File: src/rtl/updown_count_pair.sv
// Purpose: pair of modulo counters, one counting up and one down, with swap/load/clear and wrap pulses.
// Latency: every output is registered and updates one Clock edge after its inputs are sampled.
// Backpressure: none; the counters advance on every cycle that Enable is high.
module updown_count_pair #(
    parameter int WIDTH     = 4,
    parameter int MAX_COUNT = 15,
    parameter int STEP      = 1
) (
    input  logic             Clock,
    input  logic             ResetN,
    input  logic             Enable,
    input  logic             Swap,
    input  logic             Clear,
    input  logic             Load,
    input  logic [WIDTH-1:0] LoadValue,
    output logic [WIDTH-1:0] UpCountS,
    output logic [WIDTH-1:0] DownCountS,
    output logic             WrapUp,
    output logic             WrapDown,
    output logic             Swapped
);

    // Extended-width constants, used only for the wrap comparison on increment.
    localparam logic [WIDTH:0]   MAX_X  = (WIDTH+1)'(MAX_COUNT);
    localparam logic [WIDTH:0]   STEP_X = (WIDTH+1)'(STEP);

    // Counter-width constants. The modulus truncates to 0 when MAX_COUNT is
    // 2^WIDTH-1, which is still correct because the final result always fits
    // in WIDTH bits and the subtraction wraps naturally at 2^WIDTH.
    localparam logic [WIDTH-1:0] MAX_L  = WIDTH'(MAX_COUNT);
    localparam logic [WIDTH-1:0] STEP_L = WIDTH'(STEP);
    localparam logic [WIDTH-1:0] MOD_L  = WIDTH'(MAX_COUNT + 1);

    // Returns {wrapped, next value} for a modulo increment by STEP.
    function automatic logic [WIDTH:0] inc_f(input logic [WIDTH-1:0] x);
        logic [WIDTH:0] sum_x;
        logic           wrap;
        sum_x = {1'b0, x} + STEP_X;
        wrap  = (sum_x > MAX_X);
        return {wrap, (wrap ? (x + STEP_L - MOD_L) : (x + STEP_L))};
    endfunction

    // Returns {wrapped, next value} for a modulo decrement by STEP.
    function automatic logic [WIDTH:0] dec_f(input logic [WIDTH-1:0] x);
        logic wrap;
        wrap = (x < STEP_L);
        return {wrap, (wrap ? (x + MOD_L - STEP_L) : (x - STEP_L))};
    endfunction

    logic             swap_q;
    logic             swap_edge;
    logic [WIDTH:0]   up_inc;
    logic [WIDTH:0]   up_dec;
    logic [WIDTH:0]   dn_inc;
    logic [WIDTH:0]   dn_dec;
    logic [WIDTH-1:0] load_clamped;

    // Candidate next values for every branch, plus the swap edge and clamped load value.
    always_comb begin
        swap_edge    = Swap & ~swap_q;
        up_inc       = inc_f(UpCountS);
        up_dec       = dec_f(UpCountS);
        dn_inc       = inc_f(DownCountS);
        dn_dec       = dec_f(DownCountS);
        load_clamped = (LoadValue > MAX_L) ? MAX_L : LoadValue;
    end

    // Counter state, with priority reset > clear > load > swap > count > hold; wrap flags pulse for one cycle.
    always_ff @(posedge Clock) begin
        if (!ResetN) begin
            UpCountS   <= '0;
            DownCountS <= MAX_L;
            WrapUp     <= 1'b0;
            WrapDown   <= 1'b0;
            Swapped    <= 1'b0;
            // Pretend Swap was high so a Swap held across reset release is not an edge.
            swap_q     <= 1'b1;
        end else begin
            swap_q   <= Swap;
            WrapUp   <= 1'b0;
            WrapDown <= 1'b0;
            if (Clear) begin
                UpCountS   <= '0;
                DownCountS <= MAX_L;
            end else if (Load) begin
                UpCountS   <= load_clamped;
                DownCountS <= load_clamped;
            end else if (swap_edge) begin
                Swapped <= ~Swapped;
                if (Enable) begin
                    UpCountS   <= dn_inc[WIDTH-1:0];
                    DownCountS <= up_dec[WIDTH-1:0];
                    WrapUp     <= dn_inc[WIDTH];
                    WrapDown   <= up_dec[WIDTH];
                end else begin
                    UpCountS   <= DownCountS;
                    DownCountS <= UpCountS;
                end
            end else if (Enable) begin
                UpCountS   <= up_inc[WIDTH-1:0];
                DownCountS <= dn_dec[WIDTH-1:0];
                WrapUp     <= up_inc[WIDTH];
                WrapDown   <= dn_dec[WIDTH];
            end
        end
    end

endmodule

File: config.mk
export PLATFORM = sky130hd
export DESIGN_NAME = updown_count_pair
export DESIGN_NICKNAME = d
export VERILOG_FILES = /design/src/rtl/updown_count_pair.sv
export SDC_FILE = /design/constraint.sdc
export NUM_CORES = 1
export LEC_CHECK = 0
export CORE_MARGIN = 1.5
export CORE_UTILIZATION = 51
export CTS_CLUSTER_DIAMETER = 100
export DETAILED_ROUTE_END_ITERATION = 6
export GPL_TIMING_DRIVEN = 0
export PLACE_DENSITY = 0.87
export SLEW_MARGIN = 25
export SYNTH_ARGS = -nofsm -noshare
export SYNTH_HDL_FRONTEND = slang
export SYNTH_SLANG_ARGS = --single-unit
File: constraint.sdc
create_clock -name Clock -period 5.6 [get_ports Clock]
set_clock_uncertainty 0.15 [all_clocks]
set_input_delay 1.12 -clock Clock [delete_from_list [all_inputs] [get_ports Clock]]
set_output_delay 1.12 -clock Clock [all_outputs]
set_load 0.05 [all_outputs]
==> results.md <==
- Outcome: complete, no violations
- Worst VDD drop: around 0.14 mV
- Die H: about 43 um
- RSZ-0062 raised after global routing: false
- Initial antenna violation count: 0
- Standard-cell rows: 14
- Layout area overhead: 29.1%
- Iter 0 DRT Violations: 26
- Critical path arrival: 1.61 ns
- YS warnings: 0
- WL per Instance: 15.0 um
- Chip Width: 43.5 um
- Post-layout min period: 2.88 ns
- WP depth: 1
- Vias per cell: ~6
- Reg2Reg Depth: 5
- Nets@finish: 137
- CP Cell Sequence: clkdlybuf4s50_1
- Post-cts hold buffer count: 0
- Pwr dens: 195 nW/um2
- Max-cap violations: 0
- Post-DP Area: 1050 um2
- Syn Nets: 112
- CTS tree: built
- WHS Path Cells: 2
- Crit share post-route: 0.515
- H-tree depth: 1
- ANT cells: 0
- Final Wtd Congestion: approximately 0.91
- Post-CTS setup buffers: 0
- Slew Limit Headroom: 0.610
- Slew Limit Fails: 0
- First-pass GRT wire length: approximately 3200 um
- Hold Crit Class: reg -> reg
- Setup Viol. Count Final: 0
- Worst Setup Start Kind: register
- Clk_lat worst skew: 0.27 ns
- Clk sinks: 12
- Yosys reg bits: 12
- Hold Violations, Final: 0
- Synth Cell Area: roughly 830 um2
- Post-synthesis cell type count: 31
- IO Pins: 21
- Max Clock Freq: ~350 MHz
- Post-Route Setup TNS: 0 ns
- Total routed wirelength: around 2000 um
- Core Region: between 1500 and 2000 um2
- Starting Density: 0.548
- CP endpoint kind: output port
- Cell count after synthesis: 96
- Worst slew pin tran: just under 0.6 ns
- CTS Buf Count: 3
- Layout fillers: around 120
- Dpl hpwl: 1530 um
- Clock transition at the registers of the reported paths: 0.07 ns
- Cts repair resizes: 0
- Remaining DRCs: 0
- Total global routing overflow: 0
- WHS: 0.445 ns
- Pin count of the biggest net entering global routing: 11
- Register area: about 240 um2
- Crit Path Class: reg -> out
- Clock Tree Buf Depth: 2
- Share of cells above drive strength 1: 0.0840
- Delay-heaviest family, CP: buffers and inverters
- Crit path max fanout: 6
- CP max stage delay: around 0.86 ns
- 1st-pass router iterations: 4
- Root buf cell: clkbuf_4
- Multi-input logic area: 549 um2
- Routed via count: between 800 and 900
- Slowest-stage cell, CP: clkdlybuf4s50_1
- Final Instance Area: roughly 1100 um2
- Post-synthesis sequential area ratio: 0.288
- Number of global-route vias before repair: between 700 and 800
- Remaining antenna violation count: 0
- Worst Path Buf+Inv: 1
- Leak pwr: 0.444 nW
- Syn_area_per_cell: 8.69 um2
- GRT Overall Usage: 0.232
- Number of port buffers: 20
- DIE AREA: ~1900 um2
- CP required: about 4.3 ns
## through the flow
stage               worst slack [ns]  cells  utilization  total power, mW
finish                          2.72    135        0.707            0.210
global route                    2.68    135        0.707            0.219
detailed placement              2.63    132        0.692            0.158
global placement                2.66    132        0.692            0.156
CTS                             2.72    135        0.707            0.210
floorplan                       3.29     96            -            0.137
## synth_stat cells
cell type   n  area (um2)
or3_1       1        6.26
and2_1      1        6.26
a22o_1      2        17.5
nor2b_4     1        13.8
ha_1        6        75.1
mux2i_1     3        30.0
o21ai_0     4        20.0
nand3_1     3        15.0
nand4_1     1        6.26
buf_4       1        7.51
a221o_1     2        20.0
nor2_1      6        22.5
o31ai_1     1        7.51
mux2_1      1        11.3
xor2_1      5        43.8
nor3_1      4        20.0
xnor2_1     6        52.6
dfxtp_1    12         240
o221ai_1    3        26.3
nor4b_1     1        8.76
nor4b_2     2        30.0
a21oi_1     6        30.0
a31oi_1     2        12.5
o311ai_0    1        8.76
clkbuf_1    1        3.75
o2111ai_1   2        17.5
inv_1       5        18.8
nand2b_1    3        18.8
buf_2       3        15.0
nand2_1     6        22.5
nor2b_1     1        6.26
## registers in the layout (all words and copies together), names as in the netlist
signal / flops
UpCountS: 4
WrapUp: 1
swap_q: 1
WrapDown: 1
DownCountS: 4
Swapped: 1
## per-layer routing
metal,GRT usage,vias to the layer above,share of wire
li1,-,395,-
met5,0,-,0
met1,0.278,372,0.43
met2,0.403,35,0.49
met4,0.127,0,0.023
met3,0.0250,8,0.059
## cell families (layout without fill, tap and decap cells)
family | count (synthesis) | after routing | synth area share
simple gates | 30 | 30 | 0.211
flops | 12 | 12 | 0.288
fa+ha+maj | 6 | 6 | 0.0900
buf+inv | 10 | 33 | 0.0540
mux | 4 | 4 | 0.0495
compound gates | 23 | 23 | 0.192
xor+xnor | 11 | 11 | 0.115
## cells in the final DEF (no fill, tap or decap), types with 2 or more instances in the layout
cell type / count
nand2b_1: 3
ha_1: 6
inv_1: 5
nand2_1: 6
o221ai_1: 3
buf_2: 3
dfxtp_1: 12
nor2_1: 6
xnor2_1: 6
xor2_1: 5
clkdlybuf4s50_1: 20
a21oi_1: 6
nand3_1: 3
mux2i_1: 3
o21ai_0: 4
o2111ai_1: 2
nor4b_2: 2
a221o_1: 2
a31oi_1: 2
nor3_1: 4
a22o_1: 2
clkbuf_4: 3
## worst min-delay path: stages (launching register included)
cell and delay, ns:
dfxtp_1 0.38, o2111ai_1 0.10, a21oi_1 0.07
## power by group
| group | switching (mW) | total (mW) | internal, mW |
|---|---|---|---|
| combinational | 0.0357 | 0.0635 | 0.0278 |
| sequential | 0.00512 | 0.0940 | 0.0889 |
| clock | 0.0279 | 0.0529 | 0.0249 |
| total | 0.0688 | 0.210 | 0.142 |
## worst paths after layout
| path | start | endpoint | slack [ns] |
|---|---|---|---|
| min | DownCountS[3] | WrapUp | 0.44 |
| min reg2reg | DownCountS[3] | WrapUp | 0.44 |
| max | DownCountS[0] | DownCountS[0] | 2.72 |
| max reg2reg | DownCountS[0] | DownCountS[1] | 3.52 |
## area by class of cell
cell class	instances	area share
Multi-Input combinational cell	74	0.510
Sequential cell	12	0.223
Timing Repair Buffer	20	0.186
Buffer	5	0.0244
Clock buffer	3	0.0209
Tap cell	16	0.0186
Inverter	5	0.0174
No activity file was read; power rests on OpenSTA's default activity.
